### src/rtl/mc_phase_sequencer.sv
//------------------------------------------------------------------------------
// mc_phase_sequencer
//
// Multicycle phase sequencer for the CPU. It steps each instruction through
// IF / ID / EX / MEM / WB and drives one phase strobe at a time into the
// datapath: PC/NPC, RF, ALU, memory and IR_MDR. The instruction fields come
// from IR_MDR.
//
// Beyond the classic five-phase walk it provides three features:
//   * memory wait states: IF and MEM are each held for at least MEM_WAIT extra
//     cycles, and they complete only when mem_ready is high;
//   * a halt/park mode: the sequencer parks in IDLE at an instruction boundary;
//   * a retired-instruction counter that wraps modulo 2^CNT_W.
//
// Handshake (mem_ready): a memory phase (IF or MEM) completes on the first
// cycle in which the wait counter has reached MEM_WAIT and mem_ready is high.
// mem_ready is ignored in every other state.
//
// Parameters:
//   MEM_WAIT  minimum extra cycles that each memory phase is held
//   WAIT_W    width of the wait counter (must be able to hold MEM_WAIT)
//   CNT_W     width of the retired-instruction counter
//
// Ports:
//   clk          clock; all state changes happen on the rising edge
//   rst          synchronous reset, active-low
//   op, funct    opcode and funct field from the IR (stable after IF)
//   mem_ready    memory handshake for the IF and MEM phases
//   halt         park request, sampled at instruction end and in IDLE
//   IF_signal .. WB_signal   one-hot phase strobes (registered)
//   IorD_signal  memory address comes from the ALU (MEM phase)
//   IRWr         IR write pulse on the completing cycle of IF
//   mem_req      memory request (IF and MEM phases)
//   idle         sequencer is parked in IDLE
//   retired      count of completed instructions
//------------------------------------------------------------------------------
module mc_phase_sequencer #(
    parameter int MEM_WAIT = 0,
    parameter int WAIT_W   = 4,
    parameter int CNT_W    = 32
) (
    input  logic             clk,
    input  logic             rst,
    input  logic [5:0]       op,
    input  logic [5:0]       funct,
    input  logic             mem_ready,
    input  logic             halt,
    output logic             IF_signal,
    output logic             ID_signal,
    output logic             EX_signal,
    output logic             MEM_signal,
    output logic             WB_signal,
    output logic             IorD_signal,
    output logic             IRWr,
    output logic             mem_req,
    output logic             idle,
    output logic [CNT_W-1:0] retired
);

    typedef enum logic [2:0] {
        S_IDLE = 3'd0,
        S_IF   = 3'd1,
        S_ID   = 3'd2,
        S_EX   = 3'd3,
        S_MEM  = 3'd4,
        S_WB   = 3'd5
    } state_t;

    localparam logic [WAIT_W-1:0] WAIT_MAX = WAIT_W'(MEM_WAIT);

    state_t            state;
    state_t            state_next;
    logic [WAIT_W-1:0] wait_cnt;

    // ------------------------------------------------------------------
    // Instruction class decode. The IR is stable from the end of IF
    // onward, so decoding it in EX and again in MEM is safe.
    // ------------------------------------------------------------------
    logic is_load;
    logic is_store;
    logic is_short;   // finishes at the end of EX (jumps, jr, branches)

    always_comb begin
        is_load  = 1'b0;
        is_store = 1'b0;
        is_short = 1'b0;
        case (op)
            6'b100000, 6'b100001, 6'b100011,
            6'b100100, 6'b100101:             is_load  = 1'b1;
            6'b101000, 6'b101001, 6'b101011:  is_store = 1'b1;
            6'b000010,                                   // j
            6'b000100, 6'b000101, 6'b000001,
            6'b000110, 6'b000111:             is_short = 1'b1;
            6'b000000:                        is_short = (funct == 6'b001000); // jr
            default:                          ;          // ALU ops, jal, others -> WB
        endcase
    end

    // ------------------------------------------------------------------
    // Memory phase completion and instruction end.
    // ------------------------------------------------------------------
    logic mem_phase;
    logic mem_done;
    logic instr_end;

    always_comb begin
        mem_phase = (state == S_IF) || (state == S_MEM);
        mem_done  = mem_phase && (wait_cnt == WAIT_MAX) && mem_ready;
        instr_end = ((state == S_EX)  && is_short) ||
                    ((state == S_MEM) && mem_done && !is_load) ||
                    (state == S_WB);
    end

    // ------------------------------------------------------------------
    // Next-state logic. The park decision is taken only at an
    // instruction boundary, so halt never truncates an instruction.
    // ------------------------------------------------------------------
    always_comb begin
        state_next = state;
        case (state)
            S_IDLE:  state_next = halt ? S_IDLE : S_IF;
            S_IF:    state_next = mem_done ? S_ID : S_IF;
            S_ID:    state_next = S_EX;
            S_EX: begin
                if (is_load || is_store) state_next = S_MEM;
                else if (!is_short)      state_next = S_WB;
                else                     state_next = halt ? S_IDLE : S_IF;
            end
            S_MEM: begin
                if (mem_done) begin
                    if (is_load) state_next = S_WB;
                    else         state_next = halt ? S_IDLE : S_IF;
                end
            end
            S_WB:    state_next = halt ? S_IDLE : S_IF;
            default: state_next = S_IDLE;
        endcase
    end

    // ------------------------------------------------------------------
    // State, wait counter, retired counter and registered Moore strobes.
    // The strobes are loaded from state_next so that they always match
    // the state register without an extra cycle of lag.
    // ------------------------------------------------------------------
    always_ff @(posedge clk) begin
        if (!rst) begin
            state       <= S_IDLE;
            wait_cnt    <= '0;
            retired     <= '0;
            IF_signal   <= 1'b0;
            ID_signal   <= 1'b0;
            EX_signal   <= 1'b0;
            MEM_signal  <= 1'b0;
            WB_signal   <= 1'b0;
            IorD_signal <= 1'b0;
            mem_req     <= 1'b0;
            idle        <= 1'b1;
        end else begin
            state <= state_next;

            // The counter restarts on every state change. Within a memory
            // phase it counts up and saturates at MEM_WAIT.
            if (state_next != state) begin
                wait_cnt <= '0;
            end else if (mem_phase && (wait_cnt < WAIT_MAX)) begin
                wait_cnt <= wait_cnt + WAIT_W'(1);
            end

            if (instr_end) begin
                retired <= retired + CNT_W'(1);
            end

            IF_signal   <= (state_next == S_IF);
            ID_signal   <= (state_next == S_ID);
            EX_signal   <= (state_next == S_EX);
            MEM_signal  <= (state_next == S_MEM);
            WB_signal   <= (state_next == S_WB);
            IorD_signal <= (state_next == S_MEM);
            mem_req     <= (state_next == S_IF) || (state_next == S_MEM);
            idle        <= (state_next == S_IDLE);
        end
    end

    // The IR write must line up with the cycle in which the fetch
    // completes. It depends on mem_ready in that same cycle, so it
    // cannot be registered.
    assign IRWr = (state == S_IF) && mem_done;

endmodule
### config.mk
export PLATFORM = sky130hd
export DESIGN_NAME = mc_phase_sequencer
export DESIGN_NICKNAME = d
export VERILOG_FILES = /design/src/rtl/mc_phase_sequencer.sv
export SDC_FILE = /design/constraint.sdc
export NUM_CORES = 1
export LEC_CHECK = 0
export ABC_AREA = 1
export CAP_MARGIN = 20
export CORE_UTILIZATION = 47
export CTS_CLUSTER_DIAMETER = 200
export DETAILED_ROUTE_END_ITERATION = 16
export PLACE_DENSITY = 0.76
export SLEW_MARGIN = 5
export SYNTH_ARGS = -nofsm -noshare
export SYNTH_HDL_FRONTEND = slang
export SYNTH_SLANG_ARGS = --single-unit
### constraint.sdc
create_clock -name clk -period 1.55 [get_ports clk]
set_input_delay 0.31 -clock clk [delete_from_list [all_inputs] [get_ports clk]]
set_output_delay 0.31 -clock clk [all_outputs]
set_load 0.005 [all_outputs]
==> key figures, run 1 <==
Floorplan
  – Placement row count: 27
  – Core ar.: 5540 um2
  – Die area: 6100 um2
  – Die W: 78.1 um
  – IO Count: 57
  – Die Y: 78.1 um
  – Starting density of the core: 49.2%

Yosys
  – Area leader, netlist: dfxtp_1
  – Ys Warns: 0
  – Mapped Cells: 430
  – Net Count, Synth: 447
  – Sequential-to-total area share from yosys stat: 30.9%
  – Synth cell types: 25
  – Netlist Area Pre-Place: 2720 um2
  – Synth top area cells: dfxtp_1 (31%), nand2_1 (21%), nor2_1 (7.9%), nand4_1 (7.3%), a21oi_1 (5.5%)
  – Top-area cell type share of the netlist area: 30.9%
  – Synth Register Bits: 42
  – Syn_area_per_cell: 6.33 um2

Finish
  – Most frequent cells in the layout: nand2_1 (142), nor2_1 (51), clkdlybuf4s50_1 (33)
  – Layout cells sized above 1: 29.3%
  – Commonest non-fill, non-tap cell in the layout: nand2_1
  – Post-route cell area: 4070 um2
  – Filler cells: 419
  – Antenna Cells: 0
  – Area growth, synth to finish: 49.6%
  – Nets: 534

Critical path
  – FF-to-FF Start: retired[12]
  – CP arrival: 1.22 ns
  – Critical path cell sequence: clkdlybuf4s50_1
  – Max FO, Critical Path: 5
  – Cell count along the critical path: 1
  – Top Family by Delay on Critical Path: buffers and inverters
  – Slowest-stage cell, CP: clkdlybuf4s50_1
  – Critical Path End Type: output pin
  – Critical path class: reg2out
  – Startpoint types: flip-flop
  – Crit path largest cell delay: 0.54 ns
  – Setup crit start: retired[7]
  – CP Buf/Inv Count: 1
  – R2R depth: 10
  – Req. time, crit path: 1.24 ns

GRT
  – Grt ovf: 0
  – Global-route usage over all layers: 27.3%
  – Initial antenna violation count: 0
  – First-pass GRT wire length: 13300 um
  – Largest net degree at the start of global routing: 34
  – Vias in the first global route: 2885

Pwr
  – Logic pwr share: 13.1%
  – Leak Pwr: 1.78 nW
  – Clock power frac: 35.7%
  – Sw Ratio: 26.5%
  – Pint: 1.58 mW
  – Peak VDD IR: 0.627 mV
  – Switch Pwr: 0.572 mW
  – Pwr dens: 529 nW/um2
  – Flop pwr share: 51.3%

Timing
  – Worst slew pin tran: 0.271 ns
  – RSZ-0062 raised after global routing: true
  – Endpoints failing setup: 0
  – Crit share post-route: 98.7%
  – Max-slew violations: 0
  – Final period demand of the worst path: 1.53 ns
  – Clock skew: 0.0104 ns
  – Relative slew slack: 81.9%
  – Top achievable clock speed: 653 MHz
  – Setup TNS: 0 ns
  – Final Hold Fails: 0

Drt
  – Drt drc: 0
  – WL per Instance: 15.1 um
  – Via count: 3278
  – Routed wire length: 8940 um
  – Iter 0 DRT Violations: 259
  – Final ANT Viol Nets: 0
  – Drt pass-1 iters: 5
  – Via density per instance: 5.56

Flow run
  – Max Cap Viol: 0

CTS
  – Post-CTS Hold Fix Bufs: 0
  – Clk sinks: 42
  – Clk_lat worst skew: 0.30 ns
  – Clock buffer count from CTS: 5
  – CTS tree: built
  – Clock Tree Root: clkbuf_8
  – H-tree Lvls: 2
  – Clock Tree Buf Depth: 2
  – Worst-path clk slew: 0.08 ns

Worst hold path
  – Hold Path Cell Cnt: 4
  – Hold Path Class: in2reg
  – Hold Startpoint: mem_ready

Status
  – Status: complete, no violations

Placement
  – DP Area: 3550 um2
  – Final GP Congestion: 0.940
  – I/O Buffers: 56
  – Post-DP HPWL: 5790 um
==> cell usage after synthesis <==
master    count
nand2_4       1
nand4_1      32
nand2_2       6
buf_4         4
dfxtp_1      42
or2_0         1
nand2_1     155
nor2_4        7
nand3b_1     16
clkinv_1      1
a21oi_1      30
o21ai_0       1
a21oi_2       4
ha_1          1
nor2_2        6
buf_2         6
nor3_1        3
clkbuf_1      6
nand3_2       2
xor2_1       11
nor2_1       57
xnor2_1       4
nand3_1      10
inv_1        21
inv_2         3
==> flip-flops by register name, indices dropped and copies added, names as in the netlist <==
name / count
EX_signal: 1
IF_signal: 1
retired: 32
IorD_signal: 1
mem_req: 1
ID_signal: 1
state: 3
WB_signal: 1
idle: 1
==> timing repair <==
action	CTS	global route
buffers inserted	7	2
pin swaps	11	25
resized for setup	51	72
gates cloned	0	4
endpoints found under the setup margin	35	48
==> path summary, 6_finish.rpt <==
path	endpoint	slack [ns]
setup / recovery	retired[7]	0.02
hold reg to reg	retired[30]	0.52
hold / removal	ID_signal	0.46
setup reg to reg	retired[18]	0.07
==> area by class of cell <==
type	count	area, um2	area share [%]
inverter	25	96.3	2.36
clock buffer	6	82.6	2.03
tap	72	90.1	2.21
timing repair buffer	96	976	24.0
sequential	42	896	22.0
multi-input combinational	347	1920	47.1
clock inverter	2	12.5	0.307
==> stage by stage <==
| step | total power [mW] | util, % | hold WS (ns) | worst slack, ns | instances |
|---|---|---|---|---|---|
| final | 2.15 | 73.5 | 0.456 | 0.0197 | 590 |
| after global routing | 2.23 | 73.5 | 0.459 | -0.0355 | 590 |
| after CTS | 2.13 | 67.8 | 0.530 | -0.0223 | 584 |
| after detailed placement | 1.37 | 64.0 | 0.519 | -0.361 | 569 |
| after global placement | 1.36 | 64.0 | 0.512 | -0.239 | 569 |
| after floorplan | 1.24 | - | 0.379 | 0.0924 | 430 |
==> logic make-up (layout without fill, tap and decap cells) <==
family	Yosys count	in the layout	share of synthesized area, %
AND/OR/NAND/NOR	296	296	50.4
AO/OA/AOI/OAI	35	35	6.98
buffers and inverters	41	129	6.48
XOR/XNOR	15	15	4.82
flip-flops	42	42	30.9
adder cells (fa/ha/maj)	1	1	0.459
==> per-layer routing <==
layer | share of wire, % | global-route usage [%]
met5 | 0 | 0
met4 | 2.6 | 8.15
met1 | 42 | 34.0
met3 | 5.9 | 4.07
met2 | 49 | 48.2
==> power groups by stage <==
stage / clock, mW / combinational (mW) / sequential (mW)
after floorplan: 0 / 0.105 / 1.14
after global placement: 0 / 0.226 / 1.14
after detailed placement: 0 / 0.234 / 1.14
after CTS: 0.760 / 0.255 / 1.11
after global routing: 0.818 / 0.305 / 1.11
final: 0.768 / 0.282 / 1.10
Note: power is estimated with default switching activity, not from simulation.
==> run 2: changes to the inputs <==
Settings changed: CAP_MARGIN 20 to default, SLEW_MARGIN 5 to 20.
==> results of run 2 <==
Final layout, timing and power as in run 1 (identical DEF).
==> run 3: changes to the inputs <==
Settings changed: PLACE_DENSITY 0.76 to 0.89.
==> run 3 against run 2 <==
- the flow now finishes with violations (negative setup slack)
- count of clock-buffer cells in the layout is 1 lower
- clock power increased by 39%
- total power is 14% higher
- sequential share of layout area hardly changed
- critical path depth grew 7
- cell count shrank 0.17%
- largest power group unchanged
==> key figures, run 3 (synthesis gave the netlist of run 1 again) <==
Status
  – Status: complete, but fails checks
  – Failing checks: negative setup slack

Drt
  – Final ANT Viol Nets: 0 (unchanged)
  – Iter 0 DRT Violations: 343 (+32%)
  – Routed wire length: 10300 um (+16%)
  – Via count: 3491 (+6.5%)
  – Drt pass-1 iters: 6 (+1)
  – Via density per instance: 5.93 (+6.7%)
  – WL per Instance: 17.5 um (+16%)
  – Drt drc: 0 (unchanged)

Critical path
  – Critical path class: reg2reg
  – Critical Path End Type: flip-flop
  – Startpoint types: flip-flop
  – Max FO, Critical Path: 5 (unchanged)
  – Req. time, crit path: 1.79 ns (+0.55 ns)
  – CP arrival: 1.81 ns (+0.59 ns)

Finish
  – Biggest register: retired
  – Commonest non-fill, non-tap cell in the layout: nand2_1
  – Largest registers: retired: 32 flops, state: 3 flops
  – Area growth, synth to finish: 51.3%
  – Largest register FFs: 32 (unchanged)
  – Most frequent cells in the layout: nand2_1 (146), nor2_1 (49), clkdlybuf4s50_1 (37)
  – Antenna Cells: 0 (unchanged)
  – Post-route cell area: 4120 um2 (+1.2%)
  – Layout cells sized above 1: 26.7% (-2.7 points)
  – Nets: 533 (-0.19%)

Timing
  – Final period demand of the worst path: 1.56 ns (+0.0336 ns)
  – Setup ws final: -0.0140 ns (-0.0336 ns)
  – Max-slew violations: 0 (unchanged)
  – Endpoints failing setup: 2 (+2)
  – Crit share post-route: 101% (+2.2 points)
  – Clock skew: 0.00402 ns (-0.00639 ns)
  – Worst slew pin tran: 0.268 ns (-0.00247 ns)
  – Relative slew slack: 82.0% (+0.16 points)
  – Fin Hold WS: 0.521 ns (+0.0648 ns)
  – RSZ-0062 raised after global routing: true
  – Final Hold Fails: 0 (unchanged)
  – Top achievable clock speed: 639 MHz (-2.1%)

GRT
  – Global route hottest layer: met2
  – Initial antenna violation count: 0 (unchanged)
  – First-pass GRT wire length: 13700 um (+3.0%)
  – Global-route usage over all layers: 28.0% (+0.78 points)
  – Grt met3 use: 5.35% (+1.3 points)
  – Met1 Usage GRT: 34.4% (+0.41 points)
  – Met2 Usage GRT: 47.2% (-1.1 points)
  – Largest net degree at the start of global routing: 34 (unchanged)
  – Vias in the first global route: 3080 (+6.8%)
  – Grt ovf: 0 (unchanged)

Pwr
  – Pwr dens: 595 nW/um2 (+13%)
  – Leak Pwr: 1.71 nW (-3.9%)
  – Peak VDD IR: 0.555 mV (-11%)

CTS
  – Worst-path clk slew: 0.09 ns (about the same)
  – Clock Tree Buf Depth: 2 (unchanged)
  – H-tree Lvls: 2 (unchanged)
  – Post-CTS Hold Fix Bufs: 0 (unchanged)
  – Clock buffer count from CTS: 5 (unchanged)
  – Clock Tree Root: clkbuf_8
  – Clk_lat worst skew: 0.30 ns (about the same)
  – Clk sinks: 42 (unchanged)
  – CTS tree: built

Placement
  – DP Area: 3520 um2 (-0.71%)
  – I/O Buffers: 56 (unchanged)
  – Post-DP HPWL: 5650 um (-2.5%)
  – Final GP Congestion: 0.982 (+4.4%)

Worst hold path
  – Hold Path Class: reg2reg

Floorplan
  – Die Y: 78.1 um (unchanged)
  – Core ar.: 5540 um2 (unchanged)
  – Die W: 78.1 um (unchanged)
  – IO Count: 57 (unchanged)
  – Placement row count: 27 (unchanged)
  – Die area: 6100 um2 (unchanged)
  – Starting density of the core: 49.2% (unchanged)

Flow run
  – Max Cap Viol: 0 (unchanged)
==> run 3: changes by cell type in the layout (fill, tap and decap cells not counted), moves of 3 or more <==
cell             before  now
a21oi_1              19   27
a21oi_2              14    7
buf_4                32   24
buf_6                 1    4
clkdlybuf4s50_1      33   37
dfxtp_4               5    8
nand2_1             142  146
nand2_4               9    4
==> run 3: per-stage QoR <==
step	setup slack, ns	instances	util (%)	setup TNS (ns)	power (mW)
4_1_cts	0.00392	578	67.9	0	2.42
5_1_grt	-0.0964	589	74.4	-0.777	2.53
3_5_place_dp	-0.354	564	63.6	-13.04	1.37
3_3_place_gp	-0.266	564	63.6	-9.37	1.36
6_report	-0.0140	589	74.4	-0.0207	2.45
2_1_floorplan	0.0924	430	-	0	1.24
==> run 3: critical path, cell delays in order (launching register included) <==
cell,delay [ns]
dfxtp_2,0.36
buf_4,0.13
nand2_2,0.08
nor2_4,0.18
nand2_2,0.13
nor2_4,0.21
xor2_1,0.20
nand2_1,0.10
a21oi_2,0.11
==> run 3: worst paths after layout <==
path,startpoint,end,slack (ns),depth (start not counted)
setup / recovery,retired[1],retired[15],-0.01,8
hold / removal,retired[30],retired[30],0.52,2
setup reg to reg,retired[1],retired[15],-0.01,8
hold reg to reg,retired[30],retired[30],0.52,2
==> run 3: routing by layer <==
metal  vias to the layer above  routed length [um]
met5                         -                   0
li1                       1570                   -
met1                      1583                3880
met4                         0                 667
met3                        82                1100
met2                       256                4690
==> run 3: where the power goes <==
group | leakage, nW | total, mW | internal (mW) | switching (mW)
clock network | 0.0683 | 1.07 | 0.646 | 0.423
registers | 0.360 | 1.10 | 1.09 | 0.0141
logic | 1.29 | 0.282 | 0.133 | 0.149
==> run 3: final cells by class <==
class	count	area [um2]
fill	392	1420
clock buffer	5	68.8
multi-input combinational	347	1840
inverter	25	96.3
clock inverter	3	68.8
tap	72	90.1
sequential	42	905
timing repair buffer	95	1050
==> run 3: timing repair <==
item / in CTS / in global routing
pin swaps: 3 / 21
setup endpoints to repair: 66 / 51
buffers inserted: 6 / 4
hold endpoints to repair: 0 / 0
resized for setup: 48 / 56
gates cloned: 0 / 7
